--- src/rtl/core_cacheop_sched_pkg.sv ---
// Shared cacheop types: op encodings, queue entry and scheduler FSM states.
// The SWEEP state exists only when CACHEOP_SWEEP_EN is defined.
package core_cacheop_sched_pkg;

   typedef enum logic [1:0] {
      OP_IDX_STORE_TAG = 2'b00,
      OP_IDX_INV       = 2'b01,
      OP_HIT_INV       = 2'b10,
      OP_RSVD          = 2'b11
   } cacheop_e;

   typedef struct packed {
      cacheop_e    op;
      logic [31:0] addr;
   } cacheop_t;

   typedef enum logic [1:0] {
      ST_IDLE  = 2'd0,
      ST_ISSUE = 2'd1
`ifdef CACHEOP_SWEEP_EN
      ,
      ST_SWEEP = 2'd2
`endif
   } sched_state_e;

endpackage

--- src/rtl/core_cacheop_sched_queue.sv ---
// Two-entry request FIFO; push while full is accepted only together with a pop.
module cacheop_queue
   import core_cacheop_sched_pkg::*;
(
   input  logic     clk,
   input  logic     rst,
   input  logic     push_i,
   input  cacheop_t data_i,
   input  logic     pop_i,
   output cacheop_t data_o,
   output logic     empty_o,
   output logic     full_o
);

   cacheop_t   mem [2];
   logic       wr_ptr;
   logic       rd_ptr;
   logic [1:0] count;
   logic       push_ok;
   logic       pop_ok;

   assign empty_o = (count == 2'd0);
   assign full_o  = (count == 2'd2);
   assign pop_ok  = pop_i && !empty_o;
   assign push_ok = push_i && (!full_o || pop_ok);
   assign data_o  = mem[rd_ptr];

   // NOTE: storage is not reset; count gates every read so stale entries are never used.
   always_ff @(posedge clk) begin
      if (push_ok) mem[wr_ptr] <= data_i;
   end

   // NOTE: sequential state uses non-blocking assignments so every flop samples pre-edge values.
   always_ff @(posedge clk or posedge rst) begin
      if (rst) begin
         wr_ptr <= 1'b0;
         rd_ptr <= 1'b0;
         count  <= 2'd0;
      end else begin
         if (push_ok) wr_ptr <= ~wr_ptr;
         if (pop_ok)  rd_ptr <= ~rd_ptr;
         count <= count + {1'b0, push_ok} - {1'b0, pop_ok};
      end
   end

endmodule

--- src/rtl/core_cacheop_sched.sv ---
// I-cache cacheop scheduler: queues back-end ops and issues them with valid/ready.
// Optional whole-cache invalidate sweep enabled by defining CACHEOP_SWEEP_EN.
module core_cacheop_sched
   import core_cacheop_sched_pkg::*;
#(
   parameter int SET_NUM    = 256,
   parameter int WAY_NUM    = 2,
   parameter int LINE_BYTES = 16
) (
   input  logic        clk,
   input  logic        rst,
   input  logic        req_valid_i,
   output logic        req_ready_o,
   input  logic [1:0]  req_op_i,
   input  logic [31:0] req_addr_i,
   input  logic        sweep_i,
   output logic        cache_valid_o,
   input  logic        cache_ready_i,
   output logic [1:0]  cache_op_o,
   output logic [31:0] cache_addr_o,
   output logic        busy_o,
   output logic        done_o
);

   sched_state_e state_q, state_d;
   cacheop_t     iss_q;
   cacheop_t     req_ent;
   cacheop_t     q_head;
   logic         q_empty;
   logic         q_full;
   logic         q_pop;
   logic         iss_load;

   assign req_ent.op   = cacheop_e'(req_op_i);
   assign req_ent.addr = req_addr_i;
   assign req_ready_o  = !q_full;

   cacheop_queue u_queue (
      .clk     (clk),
      .rst     (rst),
      .push_i  (req_valid_i && req_ready_o),
      .data_i  (req_ent),
      .pop_i   (q_pop),
      .data_o  (q_head),
      .empty_o (q_empty),
      .full_o  (q_full)
   );

`ifdef CACHEOP_SWEEP_EN
   localparam int OFF_W = $clog2(LINE_BYTES);
   localparam int SET_W = $clog2(SET_NUM);
   localparam int WAY_W = $clog2(WAY_NUM);

   logic             sweep_pend_q;
   logic             sweep_start;
   logic             sweep_step;
   logic [SET_W-1:0] set_cnt_q;
   logic [WAY_W-1:0] way_cnt_q;
   logic [31:0]      sweep_addr;
   logic             sweep_last;

   assign sweep_last = (&set_cnt_q) && (&way_cnt_q);

   always_comb begin
      sweep_addr = '0;
      sweep_addr[OFF_W +: SET_W] = set_cnt_q;
      sweep_addr[WAY_W-1:0]      = way_cnt_q;
   end

   // A pulse arriving while a sweep is pending or running is absorbed.
   always_ff @(posedge clk or posedge rst) begin
      if (rst) begin
         sweep_pend_q <= 1'b0;
         set_cnt_q    <= '0;
         way_cnt_q    <= '0;
      end else begin
         if (sweep_start)                          sweep_pend_q <= 1'b0;
         else if (sweep_i && state_q != ST_SWEEP)  sweep_pend_q <= 1'b1;
         if (sweep_step) begin
            way_cnt_q <= way_cnt_q + 1'b1;
            if (&way_cnt_q) set_cnt_q <= set_cnt_q + 1'b1;
         end
      end
   end
`else
   localparam int unused_cfg = SET_NUM + WAY_NUM + LINE_BYTES;
   logic unused_sweep;
   assign unused_sweep = sweep_i;
`endif

   // NOTE: every always_comb output gets a default first so no latch is inferred.
   always_comb begin
      state_d       = state_q;
      q_pop         = 1'b0;
      iss_load      = 1'b0;
      done_o        = 1'b0;
      cache_valid_o = 1'b0;
      cache_op_o    = OP_IDX_STORE_TAG;
      cache_addr_o  = '0;
`ifdef CACHEOP_SWEEP_EN
      sweep_start   = 1'b0;
      sweep_step    = 1'b0;
`endif
      case (state_q)
         ST_IDLE: begin
`ifdef CACHEOP_SWEEP_EN
            if (sweep_pend_q) begin
               sweep_start = 1'b1;
               state_d     = ST_SWEEP;
            end else
`endif
            if (!q_empty) begin
               q_pop = 1'b1;
               if (q_head.op == OP_RSVD) begin
                  done_o = 1'b1;
               end else begin
                  iss_load = 1'b1;
                  state_d  = ST_ISSUE;
               end
            end
         end
         ST_ISSUE: begin
            cache_valid_o = 1'b1;
            cache_op_o    = iss_q.op;
            cache_addr_o  = iss_q.addr;
            if (cache_ready_i) begin
               done_o  = 1'b1;
               state_d = ST_IDLE;
            end
         end
`ifdef CACHEOP_SWEEP_EN
         ST_SWEEP: begin
            cache_valid_o = 1'b1;
            cache_op_o    = OP_IDX_INV;
            cache_addr_o  = sweep_addr;
            if (cache_ready_i) begin
               sweep_step = 1'b1;
               if (sweep_last) begin
                  done_o  = 1'b1;
                  state_d = ST_IDLE;
               end
            end
         end
`endif
         default: state_d = ST_IDLE;
      endcase
   end

   always_ff @(posedge clk or posedge rst) begin
      if (rst) begin
         state_q <= ST_IDLE;
         iss_q   <= '0;
      end else begin
         state_q <= state_d;
         if (iss_load) iss_q <= q_head;
      end
   end

   assign busy_o = !q_empty || (state_q != ST_IDLE)
`ifdef CACHEOP_SWEEP_EN
                   || sweep_pend_q
`endif
                   ;

endmodule

--- config.mk ---
export PLATFORM = sky130hd
export DESIGN_NAME = core_cacheop_sched
export DESIGN_NICKNAME = d
export VERILOG_FILES = /design/src/rtl/core_cacheop_sched_pkg.sv /design/src/rtl/core_cacheop_sched_queue.sv /design/src/rtl/core_cacheop_sched.sv
export SDC_FILE = /design/constraint.sdc
export NUM_CORES = 1
export LEC_CHECK = 0
export ABC_CLOCK_PERIOD_IN_PS = 3300
export CAP_MARGIN = 25
export CORE_MARGIN = 1
export CORE_UTILIZATION = 54
export CTS_BUF_LIST = sky130_fd_sc_hd__clkbuf_4 sky130_fd_sc_hd__clkbuf_8
export DETAILED_ROUTE_END_ITERATION = 12
export GPL_ROUTABILITY_DRIVEN = 1
export PLACE_DENSITY = 0.79
export SETUP_SLACK_MARGIN = 0.4
export SLEW_MARGIN = 20
export SYNTH_ARGS = -nofsm -noshare
export SYNTH_HDL_FRONTEND = slang
export SYNTH_SLANG_ARGS = --single-unit
export TNS_END_PERCENT = 5
--- constraint.sdc ---
create_clock -name clk -period 3.3 [get_ports clk]
set_clock_uncertainty 0.2 [all_clocks]
set_input_delay 0.99 -clock clk [delete_from_list [all_inputs] [get_ports clk]]
set_output_delay 0.99 -clock clk [all_outputs]
set_load 0.02 [all_outputs]
* Yosys cells after proc, flatten, opt, wreduce, memory -nomap -nowiden
Memories as Yosys holds them, arrays and structs flattened. Cells that the tools add are included.
Word-level totals: memory bits (writable) 68, memories 1, flip-flop bits (word level) 40, output and inout bits 38
Memory list:
- u_queue.mem | words 2, bits a word 34, rd ports 1, clocked after Yosys merged registers in 0, wr ports 1, RTL line core_cacheop_sched_queue.sv:15 | cacheop_t mem [2];
Operators by class: bitwise gates (word level) 2, reductions and logical operators 11, eq/ne operators 6, $add $sub $neg 2, muxes and demuxes 18
Operators with widths (number):
- 2-to-1 mux 32 bit | 1
- 2-to-1 mux 1 bit | 11
- 2-to-1 mux 2 bit | 4
- != test 2 bit, second input constant | 3
- == test 2 bit, second input constant | 2
- zero test 2 bit | 2
- case mux 2 bit (2 select lines) | 1
- logical AND 1 bit | 3
- AND reduction 3 bit | 1
- adder 2 x 1 -> 2 bit | 1
- == test 2 x 1 -> 1 bit, second input constant | 1
- zero test 1 bit | 2
- logical OR 1 bit | 2
- NOT 1 bit | 2
- case mux 1 bit (2 select lines) | 1
- nonzero test 2 bit | 1
- subtractor 2 x 1 -> 2 bit | 1

* Longest topological paths before layout
Gate-level depths: netlist of run 1.
word-level depth 8, mapped depth 6

* Cells and area by module
From an unflattened synthesis of run 1, not the netlist that was laid out.
Unflattened totals: cells, all modules 251, area, all modules 4385.5 um^2
By module, submodules not included:
- cacheop_queue | instances 1, area an instance 2795.2 um^2, cells each 129
- core_cacheop_sched | instances 1, area an instance 1590.3 um^2, cells each 122

* Worst setup path before layout of run 1
No wires, ideal clock.
path type in2reg, start point input req_valid_i, end point memory u_queue.mem[0][0] (netlist bit), enable pin, buffers on the path 0, arrival time 2.538 ns, setup time 0.425 ns, data required time 2.675 ns, stages on the path 2, slack 0.137 ns, cell sequence nand2_1 -> nor2_1
On the way: word-level cells in the longest chain between the ends 4
Ends and longest elaborated chain:
- start, declared | RTL line core_cacheop_sched.sv:12 | input logic req_valid_i,
- logical AND 1 bit | RTL line core_cacheop_sched.sv:41 | .push_i (req_valid_i && req_ready_o),
- logical AND 1 bit | RTL line core_cacheop_sched_queue.sv:25 | assign push_ok = push_i && (!full_o || pop_ok);
- 2-to-1 mux 1 bit | RTL line core_cacheop_sched_queue.sv:30 | if (push_ok) mem[wr_ptr] <= data_i;
- 2-to-1 mux 1 bit (implied by the code) | RTL line core_cacheop_sched_queue.sv:30
- end, declared | RTL line core_cacheop_sched_queue.sv:15
No other way between the ends.

* Final worst setup path of run 1
start point input cache_ready_i, end point output done_o
On the way: word-level cells in the longest chain between the ends 2
Ends and longest elaborated chain:
- start, declared | RTL line core_cacheop_sched.sv:18 | input logic cache_ready_i,
- 2-to-1 mux 1 bit | RTL line core_cacheop_sched.sv:126 | if (cache_ready_i) begin
- case mux 1 bit (2 select lines) | RTL line core_cacheop_sched.sv:104 | case (state_q)
- end, declared | RTL line core_cacheop_sched.sv:22 | output logic done_o
No other way between the ends.

==> metrics, run 1 <==
reg2reg path depth 5; worst setup path class in -> out; top cells by area, synth edfxtp_1 47%, dfrtp_1 22%, mux2_4 10%; CP peak stage delay 0.49 ns; H-tree levels 3; final-stage net count 375; Slew headroom 0.561; post-route clock period utilization 0.898; Worst R2R Setup Slack 0.71 ns; M1 GR Usage 0.249; Via density 5.12; First DRT Iteration DRCs 84; register clock-pin slew on the reported worst setup and hold paths 0.09 ns; Initial Utilization 0.560; largest net degree at the start of global routing 30; flops & latches, synth 107; Max-Cap Viols 0; vias in the first global route approximately 2.4k; status finished clean; WP buf/inv 2; Site Rows 32; Area Growth Syn to Fin 26.0%; Post-synth EDFFs ~70; slowest CP cell clkdlybuf4s50_1; gp weighted congestion 0.717; first-pass GRT wire length 11.9 mm; Worst VDD drop between 400 and 500 uV; core area 7770 um^2; worst-margin pin slew 0.658 ns; unrepaired setup endpoints after global routing true; GRT Max-Usage Layer met2; CP max FO 2; sequential share of the synthesized area 0.694; initial antenna violation count 0; Port Buf Inserts 75; Yosys top cell area share 0.470; grt met3 use 0.0265; FILL cells between 500 and 600; Max Buffers Root-to-Sink 2; worst hold stages 1; multi-input logic area 1240 um^2; Avg Cell Area, Syn around 18 um^2; Die W 91.7 um; pwr/cell area 987 nW/um^2; met2 Usage GRT 0.322; Die H 91.7 um; Placed Area between 5000 and 6000 um^2; count of pins over their slew limit 0; hold path startpoint iss_q[16]$_DFFE_PP0P_; post-route cell area 5480 um^2; origin of the worst setup path cache_ready_i; r2r startpoint u_queue.rd_ptr$_DFFE_PP0P_; Lkg Pwr 2.13 nW; Synth async-reset ratio 0.364; DR DRC count 0; Max Clk Rate ~0.34 GHz; area of the mapped netlist 4350 um^2; via count 2,264; Min Clock Period, post-route 2.96 ns; Routed Antenna Nets 0; routed wire length approximately 7.5 mm; layout cells sized above 1 0.291; full die area 8410 um^2; cells after synthesis around 250; Req. time, crit path approximately 2.1 ns; Ports 77; Unique masters post-synth 28; HPWL after DPL 4.99 mm; Sequential Area 3020 um^2; routed len/inst 16.9 um; synth cell count leaders 68 x edfxtp_1, 39 x dfrtp_1, 35 x and2_1; Final Hold Fails 0; Setup crit end kind primary output; root buffer cell clkbuf_8; count leader, synth edfxtp_1; CP startpoint kind primary input; gr usage total 0.192; number of diodes 0; Setup-failing EPs final 0; Post-Layout Cell Count 442; critical path depth 4; Yosys top cell by area edfxtp_1; Clock Sinks approximately 110; Worst R2R End iss_q[0]$_DFFE_PP0P_; hold worst-path end iss_q[16]$_DFFE_PP0P_; syn_nets 287; CP Cell Sequence clkdlybuf4s50_1 > nand2_1 > o21ai_1 > buf_2; Worst EP arrival 1.77 ns; Worst Hold Slack 0.286 ns; Inserted Clock Buffers 9; Syn. warnings 0; cell family with most CP delay buffers and inverters; Pre-Repair DR Iteration Count 6; grt ovf 0; Clock Latency Late Sink about 0.37 ns; cell count after placement 424; dominant synthesized flop cell edfxtp_1; CTS tree built; Worst Hold Class reg -> reg
-- cell type report --
class                   instances  area share
flip-flops and latches        107       0.552
clock buffers                  10      0.0240
well taps                     102      0.0233
inverters                       4     0.00274
clock inverters                 6      0.0119
multi-input cells             124       0.226
repair buffers                 89       0.160
-- power breakdown --
group          total [mW]  internal [mW]  leakage, nW  switching (mW)
Sequential           2.13           1.91         1.09           0.215
Combinational        2.48           1.39        0.940            1.09
Clock               0.792          0.361        0.100           0.431
-- cells by family after synthesis --
group	Yosys count	share of synthesized area
adder cells (fa/ha/maj)	1	0.00288
multiplexers	67	0.198
XOR/XNOR	4	0.00806
flip-flops	107	0.694
buffers and inverters	16	0.0227
AO/OA/AOI/OAI	7	0.0118
AND/OR/NAND/NOR	45	0.0625
-- timing repair --
item                                    4_1_cts  5_1_grt
hold buffers                                  0        0
endpoints found under the setup margin       37       35
resized for setup                             6        1
buffers inserted                              2        0
endpoints found under the hold margin         0        0
-- placed cells by master, fill, tap and decap left out, drive strengths merged --
| master | count |
|---|---|
| buf | 15 |
| a21oi | 1 |
| dlygate4sd2 | 1 |
| clkdlybuf4s50 | 72 |
| bufinv | 1 |
| a21o | 1 |
| or3 | 1 |
| and3b | 1 |
| clkinvlp | 1 |
| mux2i | 3 |
| and3 | 1 |
| ha | 1 |
| nor2 | 2 |
| clkinv | 3 |
| clkbuf | 10 |
| and2 | 35 |
| xnor2 | 3 |
| nand2 | 3 |
| o21bai | 1 |
| a2bb2oi | 1 |
| nand2b | 1 |
| dlymetal6s2s | 1 |
| inv | 5 |
| dfrtp | 39 |
| o21ai | 1 |
| nor2b | 1 |
| edfxtp | 68 |
| a31oi | 1 |
| mux2 | 64 |
| o21a | 1 |
| xor2 | 1 |
-- routing by layer --
| metal | vias to the layer above | share of wire | wire, um |
|---|---|---|---|
| li1 | 1064 | - | - |
| met1 | 1138 | 0.44 | 3320 |
| met2 | 51 | 0.51 | 3810 |
| met3 | 11 | 0.030 | 222 |
| met4 | 0 | 0.018 | 136 |
| met5 | - | 0 | 0 |
-- stage by stage --
stage	utilization	TNS [ns]	power [mW]	setup slack [ns]
2_1_floorplan	-	0	3.81	0.696
6_report	0.705	0	5.40	0.335
5_1_grt	0.705	0	5.68	0.263
4_1_cts	0.705	0	5.46	0.328
3_3_place_gp	0.678	-0.109	4.59	-0.109
3_5_place_dp	0.678	-0.129	4.66	-0.129
-- sequential cells by signal, indices dropped and copies added (netlist names) --
signal,cells
u_queue.rd_ptr,1
iss_q,34
state_q,1
u_queue.wr_ptr,1
u_queue.mem,68
u_queue.count,2
-- worst max-delay path by stage --
| stage | end | slack, ns |
|---|---|---|
| after global routing | cache_addr_o[4] | 0.26 |
| after detailed placement | done_o | -0.13 |
| after CTS | cache_addr_o[6] | 0.33 |
| final | done_o | 0.34 |
| after floorplan | u_queue.mem[0][0]$_DFFE_PP_ | 0.70 |
| after global placement | done_o | -0.11 |
(Power assumes the default switching activity.)
==> run 2: changes to the inputs <==
GPL_ROUTABILITY_DRIVEN = unset   (was 1)
==> results of run 2 <==
No change in the layout: final DEF, timing and power equal those of run 1.
==> run 3: changes to the inputs <==
--- a/config.mk
+++ b/config.mk
@@ -7,3 +7,3 @@
 export LEC_CHECK = 0
-export ABC_CLOCK_PERIOD_IN_PS = 3300
+export ABC_CLOCK_PERIOD_IN_PS = 2800
 export CAP_MARGIN = 25
@@ -15,3 +15,3 @@
 export SETUP_SLACK_MARGIN = 0.4
-export SLEW_MARGIN = 20
+export SLEW_MARGIN = 40
 export SYNTH_ARGS = -nofsm -noshare
==> constraint.sdc (replaced) <==
create_clock -name clk -period 2.8 [get_ports clk]
set_clock_uncertainty 0.2 [all_clocks]
set_input_delay 0.84 -clock clk [delete_from_list [all_inputs] [get_ports clk]]
set_output_delay 0.84 -clock clk [all_outputs]
set_load 0.01 [all_outputs]
==> run 3 against run 2 <==
Net effect:
- global-route usage is 0.64 points higher
- via count is 0.40% higher
- critical path depth stayed put
- critical path type is now reg -> out
- flip-flop and latch count stayed put
==> metrics, run 3 (synthesis results as in run 1) <==
register clock-pin slew on the reported worst setup and hold paths 0.10 ns (about the same); HPWL after DPL 4.78 mm (-4.3%); Pint 4.22 mW (+15%); Max-Cap Viols 0 (unchanged); root buffer cell clkbuf_8; slowest CP cell dfrtp_2; CP startpoint kind flop; vias in the first global route 2,464 (+4.6%); post-route cell area 5490 um^2 (+0.25%); Clock Latency Late Sink 0.36 ns (about the same); Worst R2R Setup Slack 0.43 ns (-0.28 ns); Max Clk Rate about 0.38 GHz; layout cells sized above 1 0.299 (+0.00794); Clock power frac 0.156 (+0.009); unrepaired setup endpoints after global routing true; Req. time, crit path 1.76 ns (-0.35 ns); post-route clock period utilization 0.931; Setup crit end kind primary output; first-pass GRT wire length 12.3 mm (+2.9%); worst-margin pin slew 0.507 ns (-0.151 ns); CTS tree built; routed wire length 7.64 mm (+2.1%); grt ovf 0 (unchanged); cell family with most CP delay buffers and inverters; Post-Layout Cell Count 443 (+0.23%); Clock Sinks 107 (unchanged); gr usage total 0.198 (+0.00639); Sw Ratio 0.304 (-0.0175); most common cell after layout, fill and taps aside edfxtp_1; pwr/cell area 1110 nW/um^2 (+12%); Site Rows 32 (unchanged); via count 2,273 (+0.40%); number of diodes 0 (unchanged); Fin Setup TNS 0 ns (unchanged); max reg flops 68 (unchanged); largest net degree at the start of global routing 40 (+33%); WP buf/inv 3 (+1); largest register by flop count u_queue.mem; Min Clock Period, post-route 2.61 ns; most frequent cells in the layout 68 x edfxtp_1, 38 x clkdlybuf4s50_1, 37 x dfrtp_1; count of pins over their slew limit 0 (unchanged); worst setup path class reg -> out; Final Hold Fails 0 (unchanged); First DRT Iteration DRCs 93 (+11%); Routed Antenna Nets 0 (unchanged); Initial Utilization 0.560 (unchanged); CP max FO 8 (+6); Ports 77 (unchanged); Setup-failing EPs final 0 (unchanged); Area Growth Syn to Fin 26.3%; Port Buf Inserts 75 (unchanged); routed len/inst 17.3 um (+1.9%); Worst EP arrival 1.57 ns (-0.20 ns); CP Cell Sequence buf_6 > buf_4 > and2_1 > dlygate4sd2_1; Worst VDD drop 481 uV (-1.8%); largest registers u_queue.mem x68, iss_q x34, u_queue.count x2; final-stage net count 376 (+0.27%); status finished clean; CP peak stage delay 0.47 ns (-0.02 ns); Max Buffers Root-to-Sink 2 (unchanged); Lkg Pwr 2.26 nW (+6.6%); full die area 8410 um^2 (unchanged); cell count after placement 421 (-0.71%); FILL cells 528 (-1.7%); Worst Hold Class reg -> reg; final setup margin 0.192 ns (-0.143 ns); Sequential Power Share 0.410 (+0.016); Placed Area 5260 um^2 (-0.19%); initial antenna violation count 0 (unchanged); gp weighted congestion 0.757 (+5.5%); total power 6.07 mW (+12%); Die W 91.7 um (unchanged); DR DRC count 0 (unchanged); Pre-Repair DR Iteration Count 4 (-2); Switching Power 1.85 mW (+6.2%); core area 7770 um^2 (unchanged); Hold-fix buffers, CTS 0 (unchanged); H-tree levels 3 (unchanged); Die H 91.7 um (unchanged); combinational cell fraction of total power 0.434 (-0.025); Slew headroom 0.662 (+0.101); worst slack, placed -0.239 ns (-0.110 ns); Inserted Clock Buffers 9 (unchanged); Via density 5.13 (+0.17%)
run 3: worst paths after layout:
| check | end | cells past startpoint | start |
|---|---|---|---|
| hold / removal | iss_q[16]$_DFFE_PP0P_ | 1 | iss_q[16]$_DFFE_PP0P_ |
| min in group asynchronous | iss_q[7]$_DFFE_PP0P_ | 3 | rst |
| setup reg to reg | iss_q[30]$_DFFE_PP0P_ | 5 | u_queue.rd_ptr$_DFFE_PP0P_ |
| hold reg to reg | iss_q[16]$_DFFE_PP0P_ | 1 | iss_q[16]$_DFFE_PP0P_ |
| max in group asynchronous | u_queue.rd_ptr$_DFFE_PP0P_ | 3 | rst |
| setup / recovery | cache_addr_o[28] | 4 | state_q[0]$_DFFE_PP0P_ |
run 3: area by class of cell:
type / count / area [um^2] / share of cell area
multi-input cells: 124 / 1240 / 0.226
clock inverters: 5 / 62.6 / 0.0114
well taps: 102 / 128 / 0.0232
flip-flops and latches: 107 / 3020 / 0.550
clock buffers: 11 / 139 / 0.0253
repair buffers: 90 / 883 / 0.161
inverters: 4 / 15.0 / 0.00273
run 3: metal layers:
| metal | vias to the layer above | share of wire | track usage |
|---|---|---|---|
| met5 | - | 0 | 0 |
| met4 | 0 | 0.024 | 0.103 |
| met3 | 13 | 0.028 | 0.0340 |
| met2 | 50 | 0.51 | 0.334 |
| met1 | 1144 | 0.44 | 0.247 |
| li1 | 1066 | - | - |
run 3: power by group through the flow:
stage               Sequential, mW  Combinational (mW)  Clock [mW]
floorplan                     2.43                1.86           0
detailed placement            2.51                2.75           0
global placement              2.48                2.68           0
global route                  2.54                2.84        1.04
CTS                           2.49                2.68       0.970
finish                        2.49                2.63       0.947
run 3: through the flow:
| stage | utilization | hold WS (ns) |
|---|---|---|
| 2_1_floorplan | - | 0.250 |
| 6_report | 0.707 | 0.285 |
| 5_1_grt | 0.707 | 0.321 |
| 4_1_cts | 0.706 | 0.292 |
| 3_5_place_dp | 0.677 | 0.268 |
| 3_3_place_gp | 0.677 | 0.259 |
run 3: what timing repair did:
item	in CTS	in global routing
endpoints found under the setup margin	40	70
resized for setup	48	3
setup buffers	6	0
